==> src/rtl/fetch_stage.sv <==
// Instruction-fetch stage: owns the fetch PC, the F/D pipeline register and
// the bring-up event counters. Redirects from execute take priority over
// load-use stalls; a redirect loads a NOP bubble into F/D.
module fetch_stage #(
  parameter logic [31:0] RESET_PC = 32'h01000000,
  parameter logic [31:0] NOP_INST = 32'h00000013
) (
  input  logic        clock,
  input  logic        reset,
  input  logic        stall,
  input  logic        redirect,
  input  logic [31:0] redirect_pc,
  output logic [31:0] imem_addr,
  input  logic [31:0] imem_data,
  output logic [31:0] f_pc,
  output logic [31:0] d_pc,
  output logic [31:0] d_inst,
  output logic        d_valid,
  output logic [31:0] fetch_count,
  output logic [31:0] flush_count
);

  logic [31:0] f_pc_q, f_pc_d;
  logic [31:0] d_pc_q, d_pc_d;
  logic [31:0] d_inst_q, d_inst_d;
  logic        d_valid_q, d_valid_d;
  logic [31:0] fetch_count_q, fetch_count_d;
  logic [31:0] flush_count_q, flush_count_d;

  // Next-state selection: redirect > stall > sequential fetch.
  always_comb begin
    f_pc_d        = f_pc_q;
    d_pc_d        = d_pc_q;
    d_inst_d      = d_inst_q;
    d_valid_d     = d_valid_q;
    fetch_count_d = fetch_count_q;
    flush_count_d = flush_count_q;
    if (redirect) begin
      // Word-align the target; the word fetched this cycle is wrong-path.
      f_pc_d        = {redirect_pc[31:2], 2'b00};
      d_pc_d        = f_pc_q;
      d_inst_d      = NOP_INST;
      d_valid_d     = 1'b0;
      flush_count_d = flush_count_q + 32'd1;
    end else if (!stall) begin
      f_pc_d        = f_pc_q + 32'd4;
      d_pc_d        = f_pc_q;
      d_inst_d      = imem_data;
      d_valid_d     = 1'b1;
      fetch_count_d = fetch_count_q + 32'd1;
    end
  end

  // State registers with synchronous reset overriding every other input.
  always_ff @(posedge clock) begin
    if (reset) begin
      f_pc_q        <= RESET_PC;
      d_pc_q        <= RESET_PC;
      d_inst_q      <= NOP_INST;
      d_valid_q     <= 1'b0;
      fetch_count_q <= 32'd0;
      flush_count_q <= 32'd0;
    end else begin
      f_pc_q        <= f_pc_d;
      d_pc_q        <= d_pc_d;
      d_inst_q      <= d_inst_d;
      d_valid_q     <= d_valid_d;
      fetch_count_q <= fetch_count_d;
      flush_count_q <= flush_count_d;
    end
  end

  // Instruction memory is addressed straight from state, never from inputs.
  assign imem_addr   = f_pc_q;
  assign f_pc        = f_pc_q;
  assign d_pc        = d_pc_q;
  assign d_inst      = d_inst_q;
  assign d_valid     = d_valid_q;
  assign fetch_count = fetch_count_q;
  assign flush_count = flush_count_q;

endmodule
==> config.mk <==
export PLATFORM = sky130hd
export DESIGN_NAME = fetch_stage
export DESIGN_NICKNAME = d
export VERILOG_FILES = /design/src/rtl/fetch_stage.sv
export SDC_FILE = /design/constraint.sdc
export NUM_CORES = 1
export LEC_CHECK = 0
export BUFFER_PORTS_ARGS = -buffer_cell sky130_fd_sc_hd__buf_2
export CORE_ASPECT_RATIO = 1.25
export CORE_MARGIN = 10
export CORE_UTILIZATION = 50
export CTS_CLUSTER_SIZE = 16
export DETAILED_ROUTE_END_ITERATION = 8
export PLACE_DENSITY = 0.77
export SLEW_MARGIN = 20
export SYNTH_ARGS = -nofsm -noshare
export SYNTH_HDL_FRONTEND = slang
export SYNTH_SLANG_ARGS = --single-unit
==> constraint.sdc <==
create_clock -name clock -period 2.1 [get_ports clock]
set_input_delay 0.105 -clock clock [delete_from_list [all_inputs] [get_ports clock]]
set_output_delay 0.105 -clock clock [all_outputs]
set_load 0.03 [all_outputs]
* Word-level counts from Yosys, hierarchy flattened
Index checks and enable logic that the tools add are counted.
** Storage, ports and cells
- Bits in latches :: 0
- RAM bits :: 0
- Word-level logic and storage cells :: 19
- Register bits after elaboration :: 161
- ROM bits :: 0
- Memories kept :: 0
- Output and inout bits :: 193
- Input port bits :: 68
** Cells by class
- Multiply operators :: 0
- Shift operators :: 0
- Bitwise operators :: 2
- Magnitude comparators :: 0
- Equality and inequality tests :: 1
- Muxes and demuxes :: 4
- Divide/modulo/power cells :: 0
- Reductions and logical operators :: 2
- $add $sub $neg :: 3
** Operators by type and width (number)
- $mux 32 :: 4
- $add 32x1->32 const B :: 2
- $add 32x3->32 const B :: 1
- $ne 2x1->1 const B :: 1
- $not 1->1 :: 2
- $reduce_and 2->1 :: 1
- $reduce_or 2->1 :: 1

* Longest topological paths before layout
Gate-level depths: netlist (run 1).
- Depth in word-level cells :: 3
- Mapped depth :: 7
- Mapped depth without buffers :: 5

* Worst setup path before layout (run 1)
No wires, ideal clock.
- Kind :: register -> register
- Start :: reg f_pc_q[2] (netlist: f_pc[2])
- End :: reg f_pc_q[26] (netlist: f_pc[26])
- Path buffers :: 0
- Slack :: -112 ps
- Library setup time :: 114 ps
- Period minus slack after synthesis :: 2212 ps
- Cell stages (with the launch flop) :: 6
- Arrival time :: 2097 ps
- Cells stage by stage :: dfxtp_1 ha_1 nand4b_1 or4_4 or2_2 a2111oi_0
** Between the ends
- Cells in the longest elaborated chain, start to end :: 3
** Ends and longest elaborated chain
- start, declared :: line 23 : logic [31:0] f_pc_q, f_pc_d;
- start signal, assigned :: line 64 : f_pc_q <= f_pc_d;
- $add 32x3->32 :: line 46 : f_pc_d = f_pc_q + 32'd4;
- $mux 32 :: line 45 : end else if (!stall) begin
- $mux 32 :: line 38 : if (redirect) begin
Every way passes these cells. The select of a mux whose other input is x is not followed.
A chain may end at the register's enable or synchronous reset.

* Worst setup path after layout (run 1)
- Start :: reg flush_count_q[0] (netlist: flush_count[0])
- End :: reg flush_count_q[26] (netlist: flush_count[26])
** Between the ends
- Cells in the longest elaborated chain, start to end :: 1
** Ends and longest elaborated chain
- start, declared :: line 28 : logic [31:0] flush_count_q, flush_count_d;
- start signal, assigned :: line 69 : flush_count_q <= flush_count_d;
- $add 32x1->32 :: line 44 : flush_count_d = flush_count_q + 32'd1;
Every way passes these cells.

==> results.md, run 1 <==
- The maximum count of clock buffers along a single path is 2.
- The root buffer cell chosen for the clock tree is clkbuf_16.
- Counting distinct cell types in the post-synthesis netlist gives 51.
- The core box area is 14410 um2.
- Measured against the total synthesized area, the mux share comes to 6.033%.
- After Yosys synthesis, XOR and XNOR cells account for 4.187% of the synthesized area.
- The number of antenna violations at the first check in global routing was 1.
- The total global-route track usage is 22.98%.
- The fraction of the cycle the final worst path needs is 96.64%.
- The routability congestion estimate from global placement is 0.8492.
- For this run, the slowest stage of the critical path takes 0.54 ns.
- The initial utilization of the core area, before any placement, comes to 50.81%.
- The placement-stage cell area is 8818 um2.
- Global routing used 5.780% of the available met3 tracks.
- The worst-path maximum fanout is 18.
- The type of element capturing the critical path is a flop.
- After global routing, the most crowded layer is met2.
- The library cell contributing the largest single delay on the critical path is or4_4.
- The number of detailed-routing iterations run before antenna repair is 5.
- The analysis attributes to cell leakage a power of 4.441 nW.
- At the pin with the least slew margin, the transition time is 0.6016 ns.
- The post-route antenna net violation count is 0.
- The critical path in this run is classified as reg -> reg.
- The share of cells above drive strength 1 is 31.53%.
- Counting the buffers created by CTS gives 17.
- Across all layers, the routed design uses 7492 vias.
- After detailed routing, the number of remaining DRC violations is 0.
- The launching element type of the critical path is a flop.
- Traced cell by cell, the critical path runs through ha_2, inv_1, or4_4, buf_6, or4_1, a21oi_1.
- The finished layout cell area is 10010 um2.
- The clock arrives with 0.007908 ns of skew.
- The class of the most critical hold timing path is in -> reg.
- The first-pass GRT wire length is 37800 um.
- A synthesized cell averages 8.444 um2.
- The total congestion overflow after global routing is 0.
- Setup repair after global routing left no endpoint under its margin.
- The endpoint required time on the critical path is 2.46 ns.
- The final layout contains 1241 nets.
- After clock tree synthesis, the clock-pin slew on the worst setup and hold paths is 0.06 ns.
- Detailed placement ended at an HPWL of 16660 um.
- Yosys mapped a number of flops with a built-in enable equal to 0.
- The compound-cell area share of the yosys netlist is 11.81%.
- Setup total negative slack on the finished layout was measured at 0 ns.
- The final hold slack is 0.008685 ns.
- The yosys synthesis warning count is 0.
- The layout filler cell count is 1136.
- The clock reaches the later pin of the worst-skew pair after 0.43 ns.
- The floorplan step defined a die boundary enclosing 19910 um2.
- The number of sinks handled by clock tree synthesis is 157.
- The via count of the first global-routing pass is 7358.
- The share of synthesized cell area in and, or, nand and nor gates is 26.73%.
- Dividing total power by cell area gives a power density of 732.1 nW/um2.
- The average vias per placed instance is 5.501.
- Setup violations remaining at the end of the flow were counted as 0.
- The CTS H-tree depth is 4.
- The final critical-path required period is 2.029 ns.
- The top-area cell type share of the netlist area is 42.93%.
- Entering global routing, the biggest net connects 52 pins.
- Port buffering added 252 buffers.
- After synthesis the netlist holds a flip-flop and latch count of 157.
- The total routed wirelength is 23810 um.
- For the worst setup path, the data arrival time is 2.39 ns.
- The worst register-to-register path has a setup slack of 0.07 ns.
- For this design the top-level I/O count stands at 261.
- For met1 alone, demand over resource in global routing was 24.67%.
- The cell area after synthesis is 7321 um2.
- The signed area change from the synthesized netlist to the final layout is 36.80%.
- The number of hold violations in the final report is 0.
- By area the synthesized netlist is led by dfxtp_1 43%, nand2_1 4.9%, nor2_1 4.7%, mux2i_1 4.6%, a21oi_1 4.5%.
- The post-synthesis adder-cell area fraction is 0.5127%.
- The total of max-cap violations is 0.
- The run finished with clean final reports.
- The highest clock rate is 492.8 MHz.
- The leading area contributor after synthesis is dfxtp_1.
- The overall die width is 128.2 um.
- The initialized floorplan defines 49 standard-cell rows.
- After synthesis, the share of flip-flops with an asynchronous set or reset is 0%.
- The routed length per placed instance is 17.48 um.
- The max-slew violation count is 0.
- The global routing met2 resource utilization is 41.06%.
- Measured against its own limit, the worst slew margin works out to 59.89%.
- Of the synthesized area, sequential elements account for 42.93%.
- After technology mapping, the gate count stands at 867.
- The CTS tree is built.
- The DRC violation total after the first TritonRoute iteration is 450.
- The post-layout utilization of the core is 69.51%.
- After synthesis, the largest family of logic cells by area is simple AND/OR/NAND/NOR gates.
- In the synthesized netlist the dominant register cell turns out to be dfxtp_1.
- The post-CTS setup buffer count is 0.
- In this run the vertical extent of the chip is 155.3 um.
- The worst voltage drop across the vdd grid is 0.0004972 V.
timing repair:
item	in CTS	in global routing
resized for setup	0	5
hold buffers	57	0
setup endpoints to repair	0	8
hold endpoints to repair	57	0
state kept, by name, indices dropped and copies added (netlist names):
signal       count
d_inst          32
fetch_count     32
flush_count     32
f_pc            30
d_valid          1
d_pc            30
cell usage after synthesis, types with 2 or more instances:
| cell type | count |
|---|---|
| xnor2_1 | 18 |
| inv_1 | 25 |
| nor4b_1 | 2 |
| and3_1 | 13 |
| o21ai_0 | 19 |
| xor2_1 | 17 |
| buf_4 | 36 |
| mux2_2 | 9 |
| o31ai_1 | 17 |
| ha_1 | 3 |
| nand2_1 | 96 |
| mux2i_1 | 34 |
| clkbuf_1 | 48 |
| nand3_1 | 32 |
| a311oi_1 | 4 |
| nand4b_1 | 2 |
| o21bai_1 | 2 |
| or4_1 | 18 |
| nand4_1 | 25 |
| a21oi_1 | 66 |
| dfxtp_1 | 157 |
| buf_2 | 3 |
| nor2_1 | 91 |
| nor4bb_1 | 2 |
| nor3_1 | 11 |
| and4_1 | 16 |
| a221oi_1 | 3 |
| nor4_1 | 18 |
| or2_2 | 3 |
| a211oi_1 | 13 |
| nor2b_1 | 11 |
| and2_1 | 4 |
| nor3b_1 | 3 |
| nand3b_1 | 3 |
| a22oi_1 | 2 |
| a2111oi_0 | 10 |
| nand4_4 | 2 |
| or3_1 | 16 |
worst paths after layout:
path                                   to  cells past startpoint                   startpoint
min reg2reg          d_valid$_SDFFE_PP0N_                      2         d_valid$_SDFFE_PP0N_
max reg2reg  flush_count[26]$_SDFFE_PP0P_                      6  flush_count[0]$_SDFFE_PP0P_
max          flush_count[26]$_SDFFE_PP0P_                      6  flush_count[0]$_SDFFE_PP0P_
min                 f_pc[26]$_SDFFE_PP0P_                      3              redirect_pc[26]
cell type report:
type                       instances  area, um2  area share, %
inverter                          26      97.59         0.9745
timing repair buffer             367       2286          22.83
clock inverter                    13      163.9          1.637
clock buffer                      19      442.9          4.423
sequential                       157       3157          31.52
multi-input combinational        601       3642          36.37
tap                              178      222.7          2.224
antenna                            1      2.502        0.02499
layout by cell type (no fill, tap or decap), types with 4 or more instances in the layout:
cell | synthesis | final
nand2_1 | 96 | 96
mux2_2 | 9 | 9
a211oi_1 | 13 | 13
and2_1 | 4 | 4
nor4_1 | 18 | 18
clkbuf_16 | 0 | 17
xor2_1 | 17 | 17
and4_1 | 16 | 16
nor2b_1 | 11 | 10
nand4_1 | 25 | 25
and3_1 | 13 | 13
nor2_1 | 91 | 91
o31ai_1 | 17 | 17
dfxtp_2 | 0 | 8
dfxtp_1 | 157 | 148
a311oi_1 | 4 | 4
buf_4 | 36 | 57
xnor2_1 | 18 | 18
o21ai_0 | 19 | 19
nor3_1 | 11 | 11
conb_1 | 1 | 6
mux2i_1 | 34 | 34
inv_1 | 25 | 25
a21oi_1 | 66 | 66
or3_1 | 16 | 16
a2111oi_0 | 10 | 10
buf_2 | 3 | 251
nand3_1 | 32 | 32
dlygate4sd3_1 | 0 | 57
or4_1 | 18 | 16
critical path: cells and delay by family (launching register included):
kind	cells	cell delay, ns
buf+inv	2	0.24
simple gates	2	1.02
flops	1	0.37
compound gates	1	0.15
fa+ha+maj	1	0.19
layer usage:
layer  up-vias  part of all wire [%]
met3        52                   6.7
met5         -                     0
met2       243                    52
met4         0                   3.0
met1      3543                    39
li1       3654                     -
report_power, final:
group / leakage, nW / internal [mW] / switching [mW] / total, mW
Clock: 0.294 / 1.91 / 1.27 / 3.18
Combinational: 2.86 / 0.357 / 0.642 / 0.999
Sequential: 1.28 / 3.07 / 0.0814 / 3.16
kinds of logic after synthesis:
family                     count (synthesis)
AOI/OAI and AO/OA                        140
xor gates and xnor gates                  35
adders and majority gates                  3
buffers and inverters                    114
DFF                                      157
muxes                                     43
other                                      1
and+or+nand+nor                          374
per-stage QoR:
| stage | power, mW | worst slack, ns | instances |
|---|---|---|---|
| 2_1_floorplan | 3.844 | -0.03479 | 872 |
| 3_3_place_gp | 4.109 | 0.08119 | 1272 |
| 3_5_place_dp | 4.122 | 0.04948 | 1272 |
| 4_1_cts | 7.366 | 0.009944 | 1361 |
| 5_1_grt | 7.543 | 0.004275 | 1362 |
| 6_report | 7.331 | 0.07066 | 1362 |
No activity file was read; power rests on OpenSTA's default activity.
==> run 2, diff against run 1 <==
--- a/config.mk
+++ b/config.mk
@@ -7,7 +7,7 @@
 export LEC_CHECK = 0
 export BUFFER_PORTS_ARGS = -buffer_cell sky130_fd_sc_hd__buf_2
 export CORE_ASPECT_RATIO = 1.25
-export CORE_MARGIN = 10
+export CORE_MARGIN = 2
 export CORE_UTILIZATION = 50
 export CTS_CLUSTER_SIZE = 16
 export DETAILED_ROUTE_END_ITERATION = 8
==> run 2 against run 1 <==
  * Highest routed layer unchanged
  * Die area is 21% lower
  * Sequential share of layout area is 0.067 points lower
  * Clock power is 5% lower
  * Sequential power hardly changed
  * Total power is 2.1% lower
  * Design area is 0.21% higher
  * Largest cell class unchanged
  * Utilization is 0.45 points higher
==> results.md, run 2 (synthesis results as in run 1) <==
- Using the TritonRoute via totals, the vias-per-cell ratio works out to 5.485.
- At the end of routability-driven placement, the weighted congestion stood at 0.8433.
- Leaving out fill and tap cells, the most frequent cell in the layout is buf_2.
- 261 I/O pins were placed.
- From bottom edge to top edge, the die measures 139.3 um.
- The analysis attributes to cell leakage a power of 4.439 nW.
- The library cells used most frequently in the layout, excluding fill and tap cells, are 252 x buf_2, 148 x dfxtp_1, 96 x nand2_1.
- The launching point of the worst reg2reg path is flush_count[1]$_SDFFE_PP0P_.
- Data on the critical path arrives at its endpoint at 2.39 ns.
- In the routed design, unresolved DRC markers number 0.
- The actual slew at the worst max-slew pin is 0.5671 ns.
- The worst voltage drop across the vdd grid is 0.0005751 V.
- The total via count in the routed design is 7470.
- The path with the worst hold slack has its endpoint at f_pc[22]$_SDFFE_PP0P_.
- After the first detailed-routing iteration, the DRC count stood at 383.
- The repair_antennas step left the layout with diodes totalling 0.
- For this run, the post-layout net count is 1242.
- The TritonCTS buffer count is 17.
- The class of the most critical hold timing path is in -> reg.
- The multi-input combinational cell area is 3674 um2.
- The number of antenna violations at the first check in global routing was 0.
- The CTS H-tree depth is 4.
- The fraction of the cycle the final worst path needs is 97.30%.
- In this run the tool buffered the top-level ports with 252 buffer cells.
- The total global-route track usage is 26.72%.
- The root buffer cell chosen for the clock tree is clkbuf_16.
- The slack of the worst reg-to-reg path is 0.06 ns.
- The worst-path maximum fanout is 8.
- The HPWL after detailed placement is 14560 um.
- The largest net degree at the start of global routing is 50.
- The worst setup path is of the reg -> reg kind.
- The total congestion overflow after global routing is 0.
- For this design the ratio of total power to cell area is 714.9 nW/um2.
- The clock drives 157 sinks.
- The core box area is 14350 um2.
- The max-slew violation count came to 0.
- The flow ran to the end, and the final reports show no timing, DRC or antenna violations.
- From left edge to right edge, the die measures 112.2 um.
- The highest clock rate is 489.4 MHz.
- The clock latency of the later-clocked register in the worst-skew pair is 0.42 ns.
- The worst hold path begins at redirect_pc[22].
- The number of hold violations in the final report is 0.
- The placement-stage cell area is 8823 um2.
- The number of cells on the worst reg-to-reg path is 7.
- Compared with the post-synthesis result, the final layout area differs by 37.09%.
- The endpoint required time on the critical path is 2.44 ns.
- The final critical-path required period is 2.043 ns.
- In this run the core area contains 49 standard-cell rows.
- STA classifies the critical path endpoint as a flop.
- Setup violations remaining at the end of the flow were counted as 0.
- The sequential cells in the finished layout cover a total of 3157 um2.
- The end of the worst register-to-register path is flush_count[18]$_SDFFE_PP0P_.
- The maximum count of clock buffers along a single path is 2.
- The worst clock skew is 0.006698 ns.
- With fillers left out, the area of the finished cells amounts to 10040 um2.
- The CTS tree is built.
- For the final routed database, the setup TNS stands at 0 ns.
- The worst hold path passes through 4 cells.
- After clock tree synthesis, the clock-pin slew on the worst setup and hold paths is 0.06 ns.
- The routed length per placed instance is 15.77 um.
- The worst pin sits at a relative slew slack of 62.19%.
- The floorplan step defined a die boundary enclosing 15630 um2.
- The first-pass GRT wire length is 34480 um.
- The via count of the first global-routing pass is 7151.
- The count of nets left with antenna violations once routing finished came out at 0.
- The total routed wirelength is 21480 um.
- The launching element type of the critical path is a flop.
- The total of max-cap violations is 0.
- The initial cell density of the core is 51.03%.
- The layout filler cell count is 1126.
- The first detailed-routing pass ran for 5 iterations.
- Setup repair after global routing could not meet its margin everywhere.
- The share of cells above drive strength 1 is 32.01%.
==> run 2: changes by cell type in the layout (fill, tap and decap cells not counted), sizes merged <==
| cell | previous run | this run |
|---|---|---|
| bufinv | 3 | 2 |
| inv | 27 | 26 |
| clkinv | 7 | 8 |
| clkinvlp | 2 | 3 |
| diode | 1 | 0 |
| dlygate4sd3 | 57 | 56 |
| buf | 310 | 312 |
==> run 2: critical path, stage by stage, from the launching register on <==
cell,delay (ns)
dfxtp_2,0.38
ha_4,0.15
inv_1,0.06
or4_4,0.56
buf_6,0.16
buf_4,0.13
or3_1,0.35
a21oi_1,0.18
==> run 2: what timing repair did <==
item | in CTS | in global routing
setup endpoints to repair | 1 | 11
endpoints found under the hold margin | 56 | 0
resized for setup | 1 | 9
gates cloned | 0 | 1
hold buffers | 56 | 0
setup buffers | 0 | 2
==> run 2: metrics by stage <==
stage | setup slack, ns | hold slack, ns | util [%] | instances | total power, mW
after global routing | -0.01792 | 0.03607 | 69.95 | 1362 | 7.412
after CTS | 0.006512 | 0.01367 | 69.51 | 1359 | 7.207
after detailed placement | 0.05457 | 0.3266 | 61.50 | 1271 | 4.111
after floorplan | -0.03479 | 0.2301 | - | 872 | 3.844
after global placement | 0.07482 | 0.3196 | 61.50 | 1271 | 4.099
final | 0.05663 | 0.02982 | 69.95 | 1362 | 7.175
==> run 2: area by class of cell <==
class                      count  share of cell area [%]
inverter                      26                  0.9724
tap                          178                   2.219
clock inverter                13                   1.409
multi-input combinational    601                   36.60
sequential                   157                   31.45
clock buffer                  19                   4.413
timing repair buffer         368                   22.93
==> run 2: worst max-delay path by stage <==
stage	start	end	slack (ns)	cells after the start
floorplan	f_pc[8]$_SDFFE_PP0P_	f_pc[26]$_SDFFE_PP0P_	-0.03	4
global route	f_pc[4]$_SDFFE_PP0P_	f_pc[26]$_SDFFE_PP0P_	-0.02	4
CTS	flush_count[0]$_SDFFE_PP0P_	flush_count[30]$_SDFFE_PP0P_	0.007	6
finish	flush_count[1]$_SDFFE_PP0P_	flush_count[18]$_SDFFE_PP0P_	0.06	7
detailed placement	flush_count[0]$_SDFFE_PP0P_	flush_count[30]$_SDFFE_PP0P_	0.05	6
global placement	flush_count[0]$_SDFFE_PP0P_	flush_count[28]$_SDFFE_PP0P_	0.07	6
==> run 2: report_power, final <==
group / internal [mW] / switching, mW / total, mW
clock: 1.78 / 1.25 / 3.03
sequential: 3.08 / 0.0834 / 3.16
combinational: 0.359 / 0.628 / 0.987
==> run 2: metal layers <==
layer | share of wire [%] | vias up | global-route usage (%)
li1 | - | 3649 | -
met1 | 40 | 3510 | 30.34
met2 | 51 | 253 | 46.96
met3 | 5.5 | 58 | 6.794
met4 | 3.2 | 0 | 12.07
met5 | 0 | - | 0
==> run 3, diff against run 2 <==
--- a/config.mk
+++ b/config.mk
@@ -8,10 +8,12 @@
 export BUFFER_PORTS_ARGS = -buffer_cell sky130_fd_sc_hd__buf_2
 export CORE_ASPECT_RATIO = 1.25
 export CORE_MARGIN = 2
-export CORE_UTILIZATION = 50
+export CORE_UTILIZATION = 45
+export CTS_CLUSTER_DIAMETER = 30
 export CTS_CLUSTER_SIZE = 16
 export DETAILED_ROUTE_END_ITERATION = 8
-export PLACE_DENSITY = 0.77
+export GPL_ROUTABILITY_DRIVEN = 0
+export PLACE_DENSITY = 0.7
 export SLEW_MARGIN = 20
 export SYNTH_ARGS = -nofsm -noshare
 export SYNTH_HDL_FRONTEND = slang
==> run 3 against run 2 <==
  * Clock skew increased by 0.0014 ns
  * Non-clock buffer count rose by 6
  * Highest routed layer unchanged
  * Design area grew 0.41%
  * Largest cell class unchanged
  * First-iteration DRC count grew 27%
  * Utilization shrank 7.2 points
  * Critical path depth unchanged
  * Global-route usage decreased by 2.1 points
  * Total power fell by 0.38%
  * Worst setup slack improved by 0.026 ns
  * Maximum frequency increased by 1.3%
  * Worst hold slack improved by 0.0036 ns
  * Routed wire length down 1.2%
==> results.md, run 3 (synthesis results as in run 1) <==
- The run finished with clean final reports.
- The first global-routing pass estimated 34690 um of wire.
- Clock latency on the worst-skew pair, taken at its later pin, is 0.42 ns.
- The type of element capturing the critical path is a flop.
- The worst setup path is launched from a flop.
- The CTS H-tree depth is 4.
- The number of clock buffers added by TritonCTS is 17.
- For hold timing, the worst endpoint is f_pc[29]$_SDFFE_PP0P_.
- The largest net degree at the start of global routing is 42.
- In this run the standard cell core region covers 16070 um2.
- Cell internal power was estimated by the tool at 5.117 mW.
- The number of antenna cells inserted is 0.
- The actual slew at the worst max-slew pin is 0.5861 ns.
- The total of max-cap violations is 0.
- In this run switching power makes up 28.41% of total power.
- The commonest non-fill, non-tap cell in the layout is buf_2.
- The count of standard-cell rows is 52.
- The worst slew slack as a fraction of its limit is 60.93%.
- Setup repair after global routing left no endpoint under its margin.
- The clock network is responsible for 42.1% of the overall power.
- The die is 146.6 um tall.
- The number of hold violations in the final report is 0.
- The cell sitting at the root of the clock tree is a clkbuf_16.
- The area of the die is 17310 um2.
- Port buffering added 252 buffers.
- The number of detailed-routing iterations run before antenna repair is 5.
- The number of sinks handled by clock tree synthesis is 157.
- The CTS tree is built.
- The finished cells cover 10080 um2.
- In the routed design, unresolved DRC markers number 0.
- By startpoint and endpoint, the worst setup path is classified as reg -> reg.
- The number of failing setup endpoints in the final timing report is 0.
- The average vias per placed instance is 5.298.
- The setup check on the worst reg-to-reg path leaves a slack of 0.08 ns.
- The worst hold path passes through 3 cells.
- The layout filler cell count is 1408.
- For the final database, setup skew stands at 0.008144 ns.
- The final hold slack is 0.03346 ns.
- Power comes to 7.148 mW.
- The max-slew violation count is 0.
- Global routing consumed, over all layers together, 24.61% of the routing resources.
- For the worst setup path, the data arrival time is 2.37 ns.
- Data on the critical path is required at its endpoint by 2.45 ns.
- The startpoint identified for the worst register-to-register timing path is flush_count[1]$_SDFFE_PP0P_.
- The share of cells above drive strength 1 is 32.18%.
- Once the floorplan was initialized, standard cells occupied 45.55% of the core.
- Clock-pin slew was measured on the worst setup and hold paths at 0.06 ns.
- For this design the static power due to leakage is 4.444 nW.
- Global routing finished with a remaining overflow of 0.
- The library cells used most frequently in the layout, excluding fill and tap cells, are 251 x buf_2, 148 x dfxtp_1, 96 x nand2_1.
- The maximum count of clock buffers along a single path is 2.
- Registers are responsible for 44.2% of the overall power.
- The via count of the first global-routing pass came to 6948.
- The fraction of the cycle the final worst path needs is 96.09%.
- The overall die width is 118.1 um.
- In this run the power density over the cells is 709.3 nW/um2.
- The final critical-path required period is 2.018 ns.
- The class of the most critical hold timing path is in -> reg.
- After detailed routing, the total wire length is 21230 um.
- The switching power summed over all nets is 2.031 mW.
- The number of antenna violations at the first check in global routing is 0.
- The number of cells on the worst reg-to-reg path is 7.
- The DRC violation total after the first TritonRoute iteration is 487.
- The end of the worst register-to-register path is flush_count[20]$_SDFFE_PP0P_.
- In this run the count of I/O pins placed on the die edge is 261.
- The worst hold path begins at redirect_pc[29].
- Along the worst path, the maximum fanout reaches 13.
- After the last flow step, the layout net total stands at 1248.
- In this run the cell area measured after placement is 8884 um2.
- The sum of net half-perimeters after detailed placement is 14730 um.
- The combinational share of power is 13.8%.
- In the final routed layout, each cell accounts on average for 15.10 um.
- In this run, placement finished with an instance count of 1314.
- The highest clock rate is 495.6 MHz.
- The detail route stage leaves a number of antenna-violating nets equal to 0.
- The total via count in the routed design is 7449.
- The finished layout holds 1406 standard cells, fillers aside.
- The signed area change from the synthesized netlist to the final layout is 37.65%.
- Across the VDD grid, the largest voltage drop is 0.0004942 V.
-- run 3: cell count changes in the layout (fill, tap and decap cells not counted), sizes merged --
cell / previous run / this run
buf: 312 / 317
dlygate4sd3: 56 / 57
bufinv: 2 / 1
clkinvlp: 3 / 5
clkinv: 8 / 6
clkbuf: 19 / 18
inv: 26 / 28
-- run 3: cell type report --
class                      instances  area, um2  area share (%)
multi-input combinational        601       3651           36.23
sequential                       157       3157           31.33
timing repair buffer             374       2326           23.08
clock buffer                      18      439.2           4.358
tap                              216      270.3           2.682
clock inverter                    14      136.4           1.353
inverter                          26      97.59          0.9685
-- run 3: what timing repair did --
item                                   in CTS  in global routing
endpoints found under the hold margin      57                  0
hold buffers                               57                  0
buffers inserted                            0                  3
gates resized for setup                     0                  8
setup endpoints to repair                   0                 11
-- run 3: per-stage QoR --
stage | worst slack [ns] | TNS (ns) | util (%)
5_1_grt | 0.002463 | 0 | 62.71
3_5_place_dp | 0.05880 | 0 | 55.28
4_1_cts | 0.03234 | 0 | 62.41
6_report | 0.08219 | 0 | 62.71
2_1_floorplan | -0.03479 | -0.03479 | -
3_3_place_gp | 0.08515 | 0 | 55.28
-- run 3: per-layer routing --
layer	global-route usage, %	vias up	routed length [um]
met5	0	-	0
met4	10.96	0	710
met3	4.336	51	961
met2	43.67	240	10840
met1	28.82	3493	8716
li1	-	3665	-
-- run 3: how the worst max path moves through the flow --
stage                                      startpoint                            to  cells after the start
after global routing             f_pc[2]$_SDFFE_PP0P_         f_pc[26]$_SDFFE_PP0P_                      5
after global placement    flush_count[1]$_SDFFE_PP0P_  flush_count[28]$_SDFFE_PP0P_                      6
after CTS                 flush_count[1]$_SDFFE_PP0P_  flush_count[30]$_SDFFE_PP0P_                      6
after floorplan                  f_pc[8]$_SDFFE_PP0P_         f_pc[26]$_SDFFE_PP0P_                      4
after detailed placement  flush_count[1]$_SDFFE_PP0P_  flush_count[30]$_SDFFE_PP0P_                      6
final                     flush_count[1]$_SDFFE_PP0P_  flush_count[20]$_SDFFE_PP0P_                      7
-- run 3: worst max-delay path, stage by stage, from the launching register on --
cell	delay [ns]
dfxtp_4	0.36
ha_2	0.19
inv_1	0.07
or4_4	0.54
buf_6	0.16
buf_4	0.14
or3_1	0.33
a21oi_1	0.16
-- run 3: power by group through the flow --
| stage | Combinational [mW] | Clock, mW | Sequential, mW |
|---|---|---|---|
| 2_1_floorplan | 0.425 | 0 | 3.42 |
| 3_3_place_gp | 0.886 | 0 | 3.22 |
| 3_5_place_dp | 0.893 | 0 | 3.22 |
| 4_1_cts | 0.980 | 3.06 | 3.16 |
| 5_1_grt | 1.06 | 3.19 | 3.17 |
| 6_report | 0.983 | 3.01 | 3.16 |
